### src/rtl/ahbl_to_apb.sv
// AHB-lite slave to APB master bridge: one APB access per AHB transfer,
// full-word only, with a two-cycle AHB error response on pslverr.
module ahbl_to_apb #(
  parameter int unsigned W_HADDR = 32,
  parameter int unsigned W_PADDR = 16,
  parameter int unsigned W_DATA  = 32
) (
  input  logic               clk,
  input  logic               rst,

  input  logic               ahbls_hready,
  output logic               ahbls_hready_resp,
  output logic               ahbls_hresp,
  input  logic [W_HADDR-1:0] ahbls_haddr,
  input  logic               ahbls_hwrite,
  input  logic [1:0]         ahbls_htrans,
  input  logic [2:0]         ahbls_hsize,
  input  logic [2:0]         ahbls_hburst,
  input  logic [3:0]         ahbls_hprot,
  input  logic               ahbls_hmastlock,
  input  logic [W_DATA-1:0]  ahbls_hwdata,
  output logic [W_DATA-1:0]  ahbls_hrdata,

  output logic [W_PADDR-1:0] apbm_paddr,
  output logic               apbm_psel,
  output logic               apbm_penable,
  output logic               apbm_pwrite,
  output logic [W_DATA-1:0]  apbm_pwdata,
  input  logic [W_DATA-1:0]  apbm_prdata,
  input  logic               apbm_pready,
  input  logic               apbm_pslverr
);

  typedef enum logic [2:0] {
    IDLE   = 3'd0,
    WDATA  = 3'd1,
    SETUP  = 3'd2,
    ACCESS = 3'd3,
    RESP   = 3'd4,
    ERR1   = 3'd5,
    ERR2   = 3'd6
  } state_t;

  state_t state;
  state_t next_state;
  logic   addr_accept;

  // Transfer attributes and the upper address bits are not needed by this bridge.
  logic unused_inputs;
  assign unused_inputs = ^{ahbls_hsize, ahbls_hburst, ahbls_hprot, ahbls_hmastlock,
                           ahbls_haddr, ahbls_htrans[0]};

  always_ff @(posedge clk or posedge rst) begin
    if (rst) state <= IDLE;
    else     state <= next_state;
  end

  // Next-state decode; new address phases are taken only in the ready states.
  always_comb begin
    next_state  = state;
    addr_accept = 1'b0;
    case (state)
      IDLE, RESP, ERR2: begin
        next_state = IDLE;
        if (ahbls_hready && ahbls_htrans[1]) begin
          addr_accept = 1'b1;
          next_state  = ahbls_hwrite ? WDATA : SETUP;
        end
      end
      WDATA:   next_state = SETUP;
      SETUP:   next_state = ACCESS;
      ACCESS: begin
        if (apbm_pready) next_state = apbm_pslverr ? ERR1 : RESP;
      end
      ERR1:    next_state = ERR2;
      default: next_state = IDLE;
    endcase
  end

  // Status outputs are registered copies of the decoded next state.
  always_ff @(posedge clk or posedge rst) begin
    if (rst) begin
      ahbls_hready_resp <= 1'b1;
      ahbls_hresp       <= 1'b0;
      apbm_psel         <= 1'b0;
      apbm_penable      <= 1'b0;
    end else begin
      ahbls_hready_resp <= next_state inside {IDLE, RESP, ERR2};
      ahbls_hresp       <= next_state inside {ERR1, ERR2};
      apbm_psel         <= next_state inside {SETUP, ACCESS};
      apbm_penable      <= (next_state == ACCESS);
    end
  end

  always_ff @(posedge clk or posedge rst) begin
    if (rst) begin
      apbm_paddr   <= '0;
      apbm_pwrite  <= 1'b0;
      apbm_pwdata  <= '0;
      ahbls_hrdata <= '0;
    end else begin
      if (addr_accept) begin
        apbm_paddr  <= ahbls_haddr[W_PADDR-1:0];
        apbm_pwrite <= ahbls_hwrite;
      end
      if (state == WDATA) apbm_pwdata <= ahbls_hwdata;
      if (state == ACCESS && apbm_pready && !apbm_pwrite) ahbls_hrdata <= apbm_prdata;
    end
  end

endmodule
### config.mk
export PLATFORM = sky130hd
export DESIGN_NAME = ahbl_to_apb
export DESIGN_NICKNAME = d
export VERILOG_FILES = /design/src/rtl/ahbl_to_apb.sv
export SDC_FILE = /design/constraint.sdc
export NUM_CORES = 1
export LEC_CHECK = 0
export ABC_AREA = 1
export ABC_CLOCK_PERIOD_IN_PS = 2800
export BUFFER_PORTS_ARGS = -buffer_cell sky130_fd_sc_hd__buf_4
export CORE_MARGIN = 5
export CORE_UTILIZATION = 34
export CTS_BUF_LIST = sky130_fd_sc_hd__clkbuf_4
export DETAILED_ROUTE_END_ITERATION = 8
export PLACE_DENSITY = 0.65
export SLEW_MARGIN = 20
export SYNTH_ARGS = -nofsm -noshare
export SYNTH_HDL_FRONTEND = slang
export SYNTH_SLANG_ARGS = --single-unit
### constraint.sdc
create_clock -name clk -period 2.8 [get_ports clk]
set_input_delay 0.42 -clock clk [delete_from_list [all_inputs] [get_ports clk]]
set_output_delay 0.42 -clock clk [all_outputs]
set_load 0.01 [all_outputs]
==> results of run 1 <==
==> state kept, by name (all words and copies together), names as in the netlist <==
name               flops
apbm_pwrite            1
apbm_penable           1
apbm_pwdata           32
ahbls_hresp            1
ahbls_hrdata          32
apbm_paddr            16
ahbls_hready_resp      1
state                  3
apbm_psel              1
==> area by class of cell <==
type | instances | area, µm²
antenna | 2 | 5.00
clock buffer | 11 | 82.6
clock inverter | 5 | 47.5
fill | 984 | 5190
inverter | 24 | 92.6
multi-input combinational | 249 | 1100
sequential | 88 | 2200
tap | 136 | 170
timing repair buffer | 176 | 1330
==> layer usage <==
metal / global-route usage [%] / part of all wire [%]
met4: 4.87 / 1.0
met5: 0 / 0
met2: 24.8 / 47
met3: 5.16 / 7.9
met1: 20.2 / 44
==> power breakdown <==
group	internal, mW	switching, mW	total [mW]
clock	0.285	0.400	0.685
sequential	1.86	0.332	2.20
combinational	1.12	1.37	2.50
==> worst paths after layout <==
path / startpoint / to / slack, ns
worst min-delay path: rst / apbm_pwdata[28] / 0.02
worst max-delay path: state[2] / apbm_pwdata[27] / 1.05
worst min register to register: ahbls_hrdata[25] / ahbls_hrdata[25] / 0.49
max in group asynchronous: rst / ahbls_hrdata[17] / 2.11
worst max register to register: state[2] / apbm_pwdata[27] / 1.05
min in group clk: ahbls_hwdata[19] / apbm_pwdata[19] / 0.22
==> synthesized netlist by cell type (all sizes together) <==
cell	count
a21oi	4
buf	15
clkbuf	6
dfrtp	87
dfstp	1
inv	24
nand2	154
nand3	66
nand4	1
nor2	7
o21ai	17
==> stage by stage <==
stage | hold slack (ns) | total power, mW | setup WS, ns | util [%] | cells
finish | 0.0234 | 5.38 | 1.05 | 49.2 | 691
global route | 0.0182 | 5.83 | 0.866 | 49.2 | 691
CTS | 0.00951 | 5.47 | 1.01 | 49.2 | 689
detailed placement | 0.460 | 4.77 | 0.987 | 47.9 | 673
global placement | 0.456 | 4.71 | 1.01 | 47.9 | 673
floorplan | 0.506 | 3.49 | 0.103 | - | 382
==> cells by family after synthesis <==
| kind of cell | Yosys count |
|---|---|
| AND/OR/NAND/NOR | 228 |
| flip-flops | 88 |
| buffers and inverters | 45 |
| AO/OA/AOI/OAI | 21 |
==> impl_results.md, run 1 <==
- Inserted Clock Buffers: 9
- Port Buffer Count: 171
- Hold crit path type: in2async
- Cell taking the most area after synthesis: dfrtp_1
- Leakage Power: 2.85 nW
- # rows: 37
- Largest net degree at the start of global routing: 51
- Slew headroom: 66.7%
- Cell area after layout: 5040 µm²
- Final WL: 9.71 mm
- Worst path bufs/invs: 3
- P per Cell Area: 1070 nW/µm²
- Die height: 112 µm
- Vias in the first global route: 3152
- CTS Sinks: 88
- Mux cell area share after synthesis: 0%
- DRT antenna net count: 0
- CTS tree: built
- Yosys reg bits: 88
- Period utilization: 62.3%
- Post-Synth Adder-Cell Area: 0%
- Worst Path Required: 3.11 ns
- Count of final setup violators: 0
- Fmax: 0.573 GHz
- Most frequent CP cell: nand2_1
- Critical-path top delay cell: dfrtp_1
- CTS Hold Bufs: 0
- Gate Count Post-Synth: 382
- GRT overflow: 0
- Final #Nets: 663
- Synth Warn #: 0
- Top cells by area, synth: dfrtp_1 (62%), nand2_1 (16%), nand3_1 (9.4%)
- First-pass GRT wire length: 15.8 mm
- Initial antenna violation count: 1
- Crit-path leading delay family: buffers and inverters
- Clk root buf: clkbuf_4
- Slew Viols, Final: 0
- Net count after synthesis: 497
- Area Growth Syn to Fin: 43.1%
- Crit Path Category: reg2reg
- DRT iter0 DRCs: 223
- Clock-pin slew on the worst setup and hold paths: 0.13 ns
- Post_cts resized: 0
- Mean Syn Cell Area: 9.22 µm²
- TritonRoute pass-1 iters: 4
- Largest family of logic cells by synthesized area: simple AND/OR/NAND/NOR gates
- Commonest cells after routing, fill and taps aside: buf_4 (175), nand2_1 (152), dfrtp_1 (87), nand3_1 (66), inv_1 (21)
- Share of the synthesized area in the top cell type: 61.8%
- Accumulated negative setup slack: 0 ns
- Worst Setup Start Kind: flip-flop
- Complex-gate fraction of the synthesized area: 3.09%
- Die area: 12500 µm²
- Post-route DRC: 0
- Critical Path Fanout Max: 33
- Crit path cell chain: inv_2, buf_4, nand2_1, buf_4, nand2_1, nand2_1
- Worst R2R Path Depth: 6
- Worst path max stage delay: 0.44 ns
- Max Root-Sink Buffers: 2
- Worst skew pair latency: 0.41 ns
- Synth Cell Area: 3520 µm²
- Share of cells above drive strength 1: 36.2%
- Total track usage: 15.6%
- Routed len/inst: 14.1 µm
- Clock skew: 0.00948 ns
- Post-Synth XOR/XNOR Area: 0%
- Post-Synth Simple-Gate Area: 28.3%
- RD Place Congestion: 0.819
- Min Tclk post-route: 1.75 ns
- Routed vias/inst: 4.51
- Hpwl dp: 6.93 mm
- Tightest Pin Transition: 0.499 ns
- Worst setup EP type: flip-flop
- Die Span X: 112 µm
- Arr. time, crit path: 2.06 ns
- Placed Area: 4900 µm²
- H-tree depth: 3
- Synth unique cells: 19
- Worst vdd ir: 0.000454 V
- Initial Utilization: 34.4%
- Routed vias: 3119
- Register area share after synthesis: 62.6%
- Core area: 10200 µm²
- Final hold violations: 0
- Most common cell after layout, fill and taps aside: buf_4
- Post-CTS setup buffer count: 0
- I/O pin total: 200
- Status: completed
- Critical Path Stages: 6
- # Max-Cap Violations: 0
- RSZ-0062 raised after global routing: no
Power figures use the tool's default switching activity.
==> run 2, diff against run 1 <==
- ABC_CLOCK_PERIOD_IN_PS: 2800 -> 1650
- PLACE_DENSITY: 0.65 -> 0.62
- clock period: 2.8 -> 1.65 ns (I/O delays scaled with it)
==> run 2 against run 1 <==
Compared with the run above: clock skew rose by 0.012 ns; clock power rose by 52%; setup slack got worse by 0.77 ns; critical endpoint is now apbm_paddr[13].
==> impl_results.md, run 2 (synthesis results as in run 1) <==
- R2R Path Start: state[2]
- Hold Worst Slack: 0.0408 ns (+0.0174 ns)
- Min Tclk post-route: 1.37 ns (-0.375 ns)
- Final #Nets: 668 (+0.75%)
- Clk root buf: clkbuf_4
- First-pass GRT wire length: 15.5 mm (-1.6%)
- Max Root-Sink Buffers: 2 (unchanged)
- Core area: 10200 µm² (unchanged)
- CTS tree: built
- Total power: 9.12 mW (+70%)
- Worst setup EP type: flip-flop
- Worst setup margin: 0.280 ns (-0.775 ns)
- DRT iter0 DRCs: 160 (-28%)
- # rows: 37 (unchanged)
- Initial Utilization: 34.4% (unchanged)
- Most common cell after layout, fill and taps aside: buf_4
- WHS Endpoint: apbm_paddr[0]
- Vias in the first global route: 3158 (+0.19%)
- Placed Area: 4970 µm² (+1.4%)
- N_diodes: 0 (-2)
- Routed len/inst: 13.7 µm (-2.6%)
- Biggest regs: ahbls_hrdata: 32 flops, apbm_pwdata: 32 flops, apbm_paddr: 16 flops
- GRT overflow: 0 (unchanged)
- Die Span X: 112 µm (unchanged)
- Period utilization: 83.1% (+21 points)
- Fmax: 0.730 GHz (+27%)
- Hpwl dp: 7.01 mm (+1.2%)
- Hold Path Depth: 3
- Initial antenna violation count: 0 (-1)
- Status: completed
- TritonRoute pass-1 iters: 4 (unchanged)
- RSZ-0062 raised after global routing: no
- Routed vias/inst: 4.51 (about the same)
- RD Place Congestion: 0.770 (-6.0%)
- Arr. time, crit path: 1.72 ns (-0.34 ns)
- Worst Path Required: 2.00 ns (-1.11 ns)
- Die height: 112 µm (unchanged)
- Worst vdd ir: 0.000658 V (+45%)
- # Max-Cap Violations: 0 (unchanged)
- Clock-pin slew on the worst setup and hold paths: 0.15 ns (+0.02 ns)
- Pre-CTS setup slack: 0.284 ns (-0.703 ns)
- Crit Path Category: reg2reg
- Critical Path Fanout Max: 33 (unchanged)
- Share of cells above drive strength 1: 36.6% (+0.39 points)
- Fillers: 977 (-0.71%)
- I/O pin total: 200 (unchanged)
- Flip-flop and latch area: 2200 µm² (unchanged)
- Count of final setup violators: 0 (unchanged)
- Clock skew: 0.0220 ns (+0.0125 ns)
- R2R Path End: apbm_paddr[13]
- Slew Viols, Final: 0 (unchanged)
- Cell area after layout: 5100 µm² (+1.1%)
- Worst skew pair latency: 0.42 ns (about the same)
- Area Growth Syn to Fin: 44.7%
- Post-route insts no fill: 694 (+0.43%)
- H-tree depth: 3 (unchanged)
- Final WL: 9.50 mm (-2.2%)
- Inserted Clock Buffers: 9 (unchanged)
- Tightest Pin Transition: 0.457 ns (-0.0424 ns)
- Final hold violations: 0 (unchanged)
- P per Cell Area: 1790 nW/µm² (+68%)
- Commonest cells after routing, fill and taps aside: buf_4 (176), nand2_1 (152), dfrtp_1 (87), nand3_1 (66), inv_1 (21)
- Hold crit path type: in2reg
- Hold Startpoint: ahbls_haddr[0]
- Post-route DRC: 0 (unchanged)
- Slew headroom: 69.5% (+2.8 points)
- Fin util: 49.8% (+0.56 points)
- Worst Setup Start Kind: flip-flop
- Placed insts: 677 (+0.59%)
- DRT antenna net count: 0 (unchanged)
- Routed vias: 3130 (+0.35%)
- Port Buffer Count: 171 (unchanged)
- Multi-input gate area in the final layout: 1100 µm² (unchanged)
- Die area: 12500 µm² (unchanged)
- Largest net degree at the start of global routing: 56 (+9.8%)
- Total track usage: 15.2% (-0.36 points)
- CTS Sinks: 88 (unchanged)
- Post-CTS setup buffer count: 0 (unchanged)
- Leakage Power: 2.87 nW (+0.68%)
- Accumulated negative setup slack: 0 ns (unchanged)
- Register-to-register setup slack: 0.28 ns (-0.77 ns)
- Worst R2R Path Depth: 4 (-2)
## run 2: report_power, final
group | internal [mW] | total (mW) | switching, mW
sequential | 3.16 | 3.74 | 0.576
combinational | 2.02 | 4.34 | 2.32
clock | 0.308 | 1.04 | 0.735
## run 2: area by class of cell
cell class                 instances  area share, %
inverter                          24           1.84
tap                              136           3.34
sequential                        88           43.2
multi-input combinational        249           21.7
timing repair buffer             181           27.7
clock inverter                     7          0.908
clock buffer                       9           1.33
## run 2: routing by layer
layer  wire, µm  GRT usage (%)  up-vias
li1           -              -     1550
met1       4020           19.0     1440
met2       4490           24.7      125
met3        793           4.78       15
met4        199           6.08        0
met5          0              0        -
## run 2: how the worst max path moves through the flow
stage	cells after the start	end	from
final	4	apbm_paddr[13]	state[2]
after global routing	5	apbm_paddr[4]	state[2]
after CTS	4	apbm_paddr[13]	state[2]
after detailed placement	5	apbm_paddr[0]	state[2]
after global placement	4	apbm_paddr[0]	state[1]
after floorplan	1	ahbls_hrdata[0]	rst
## run 2: worst max-delay path, cell delays in order, from the launching register on
cell and delay [ns]:
dfrtp_1 0.43, inv_2 0.09, nand2_4 0.12, nand4_4 0.37
o21ai_1 0.29
## run 2: repair_timing
| action | CTS | global route |
|---|---|---|
| hold buffers | 1 | 0 |
| setup endpoints to repair | 0 | 0 |
| gates resized for setup | 0 | 0 |
| hold endpoints to repair | 87 | 0 |
==> run 3, diff against run 2 <==
- ABC_AREA: 1 -> 0
- ABC_CLOCK_PERIOD_IN_PS: 1650 -> 1400
- PLACE_DENSITY: 0.62 -> 0.63
- clock period: 1.65 -> 1.4 ns (I/O delays scaled with it)
==> run 3 against run 2 <==
Compared with the run above: the flow now finishes with violations (setup timing); clock skew down 0.0035 ns; sequential cell count unchanged; synthesized cell count down 47%; cell count down 11%; area after synthesis down 4.0%; total power up 36%; wire length up 3.0%; cell area up 21%.
==> impl_results.md, run 3 <==
- Clk root buf: clkbuf_4
- Hold crit path type: in2reg
- H-tree depth: 3 (unchanged)
- Synth unique cells: 25 (+6)
- Fillers: 740 (-24%)
- Critical Path Fanout Max: 4 (-88%)
- Crit Path Category: reg2reg
- GRT overflow: 0 (unchanged)
- Worst Path Required: 1.71 ns (-0.29 ns)
- Mean Syn Cell Area: 16.6 µm² (+81%)
- Leakage Power: 2.94 nW (+2.6%)
- Port Buffer Count: 171 (unchanged)
- Core area: 9730 µm² (-4.9%)
- Placed insts: 512 (-24%)
- Period utilization: 109% (+26 points)
- Die Span X: 110 µm (-1.8%)
- Post-synth top cells: dfrtp_1 (87), mux2_2 (80), buf_4 (7)
- Hold Startpoint: apbm_pslverr
- Seq pwr share: 36.8% (-4.2 points)
- Largest net degree at the start of global routing: 36 (-36%)
- Post-route insts no fill: 619 (-11%)
- P per Cell Area: 2010 nW/µm² (+12%)
- RSZ-0062 raised after global routing: yes
- P_sw: 3.89 mW (+7.2%)
- Clock-pin slew on the worst setup and hold paths: 0.14 ns (about the same)
- Worst Setup Start Kind: flip-flop
- # Max-Cap Violations: 0 (unchanged)
- Area Growth Syn to Fin: 83.1%
- Hold Worst Slack: 0.0839 ns (+0.0431 ns)
- EDFF count, synth: 0 (unchanged)
- Combinational Power Share: 50.1% (+2.5 points)
- Synth Cell Area: 3380 µm² (-4.0%)
- R2R Path Start: state[0]
- Prevailing post-synth register cell: dfrtp_1
- Initial antenna violation count: 0 (unchanged)
- Net Sw Frac: 31.4% (-8.5 points)
- Worst R2R Path Depth: 4 (unchanged)
- Synth Warn #: 0 (unchanged)
- Failing checks: setup timing
- Most frequent cell after synthesis: dfrtp_1
- Worst skew pair latency: 0.42 ns (about the same)
- Hpwl dp: 6.00 mm (-14%)
- TritonRoute pass-1 iters: 4 (unchanged)
- Initial Utilization: 34.7% (+0.32 points)
- Worst setup EP type: flip-flop
- CTS tree: built
- Register area share after synthesis: 65.2% (+2.6 points)
- Total track usage: 15.9% (+0.69 points)
- Cell taking the most area after synthesis: dfrtp_1
- Clock skew: 0.0184 ns (-0.00355 ns)
- Most common cell after layout, fill and taps aside: buf_4
- Count of final setup violators: 82 (+82)
- First-pass GRT wire length: 14.8 mm (-4.8%)
- Status: finished, violations left
- Final #Nets: 596 (-11%)
- Worst vdd ir: 0.000945 V (+44%)
- Net count after synthesis: 318 (-36%)
- CTS Sinks: 88 (unchanged)
- Slew headroom: 72.5% (+3.0 points)
- Arr. time, crit path: 1.83 ns (+0.11 ns)
- Hold Path Depth: 3 (unchanged)
- Register-to-register setup slack: -0.12 ns (-0.40 ns)
- Worst setup margin: -0.123 ns (-0.403 ns)
- Post-route DRC: 0 (unchanged)
- Max Root-Sink Buffers: 2 (unchanged)
- Share of cells above drive strength 1: 61.9% (+25 points)
- Slew Viols, Final: 0 (unchanged)
- Tightest Pin Transition: 0.412 ns (-0.0448 ns)
- Gate Count Post-Synth: 203 (-47%)
- Routed len/inst: 15.8 µm (+15%)
- Vias in the first global route: 2960 (-6.3%)
- Inserted Clock Buffers: 9 (unchanged)
- Die height: 110 µm (-1.8%)
- Min Tclk post-route: 1.52 ns (+0.153 ns)
- WHS Endpoint: ahbls_hresp
- Die area: 12000 µm² (-3.7%)
- Total power: 12.4 mW (+36%)
- I/O pin total: 200 (unchanged)
- Biggest regs: ahbls_hrdata: 32 flops, apbm_pwdata: 32 flops, apbm_paddr: 16 flops
- P_int: 8.52 mW (+55%)
- Commonest cells after routing, fill and taps aside: buf_4 (182), dfrtp_1 (86), dlygate4sd3_1 (82), mux2_2 (46), mux2_4 (35)
- Fin util: 63.6% (+14 points)
- Placed Area: 5000 µm² (+0.50%)
- Yosys reg bits: 88 (unchanged)
- Routed vias: 2724 (-13%)
- Final hold violations: 0 (unchanged)
- R2R Path End: apbm_paddr[15]
- RD Place Congestion: 0.718 (-6.7%)
- # rows: 36 (-2.7%)
- Top cells by area, synth: dfrtp_1 (64%), mux2_2 (27%), buf_4 (1.6%)
- DRT antenna net count: 0 (unchanged)
- Flip-flop and latch area: 2200 µm² (about the same)
- Pre-CTS setup slack: -0.119 ns (-0.403 ns)
- Fmax: 0.656 GHz (-10%)
- N_diodes: 0 (unchanged)
- Multi-input gate area in the final layout: 1240 µm² (+12%)
- Cell area after layout: 6190 µm² (+21%)
- Accumulated negative setup slack: -6.58 ns (-6.58 ns)
- Routed vias/inst: 4.40 (-2.4%)
- Share of the synthesized area in the top cell type: 64.4% (+2.6 points)
- DRT iter0 DRCs: 65 (-59%)
- Async SR Flop Fraction: 100% (unchanged)
- Clock power frac: 13.1% (+1.7 points)
- Final WL: 9.78 mm (+3.0%)
[run 3: routing by layer]
metal	part of all wire [%]	global-route usage [%]	vias to the layer above
met1	39	18.5	1336
li1	-	-	1271
met3	6.9	4.40	16
met5	0	0	-
met2	53	28.1	101
met4	1.4	5.61	0
[run 3: cell families (layout without fill, tap and decap cells)]
group           count (synthesis)  count (layout)  share of synthesized area, %
compound gates                  9               9                          1.67
buf+inv                        11             294                          2.59
mux                            82              82                          27.3
simple gates                   13              13                          3.26
flops                          88              88                          65.2
[run 3: cell type report]
cell class / count / share of cell area (%)
multi-input cells: 104 / 20.0
well taps: 133 / 2.69
clock buffers: 11 / 1.33
flip-flops and latches: 88 / 35.6
inverters: 1 / 0.121
clock inverters: 5 / 1.31
repair buffers: 277 / 38.9
[run 3: worst max path at each step]
stage / from / endpoint / slack (ns) / depth (start not counted)
6_report: state[0] / apbm_paddr[15] / -0.12 / 4
5_1_grt: state[2] / apbm_paddr[15] / -0.21 / 4
4_1_cts: state[2] / apbm_pwdata[29] / -0.13 / 4
3_5_place_dp: state[2] / apbm_pwdata[1] / -0.12 / 4
3_3_place_gp: state[2] / apbm_pwdata[8] / -0.08 / 4
2_1_floorplan: state[1] / apbm_paddr[0] / -0.07 / 6
[run 3: critical path, cell delays in order (launching register included)]
cell and delay [ns]:
dfrtp_1 0.45, buf_4 0.16, nor3b_4 0.28, buf_4 0.22, mux2_4 0.30
[run 3: power by group through the flow]
stage                     Combinational, mW  Clock [mW]  Sequential (mW)
after floorplan                        2.34           0             5.12
after global placement                 5.56           0             4.54
after detailed placement               5.66           0             4.58
after CTS                              5.99        1.70             4.54
after global routing                   6.68        1.79             4.74
final                                  6.22        1.62             4.57
[run 3: repair_timing]
action / CTS / global route
buffers inserted: 1 / 3
gates cloned: 1 / 4
hold buffers: 82 / 0
endpoints found under the hold margin: 96 / 0
endpoints found under the setup margin: 82 / 83
gates resized for setup: 15 / 14
pin swaps: 0 / 2
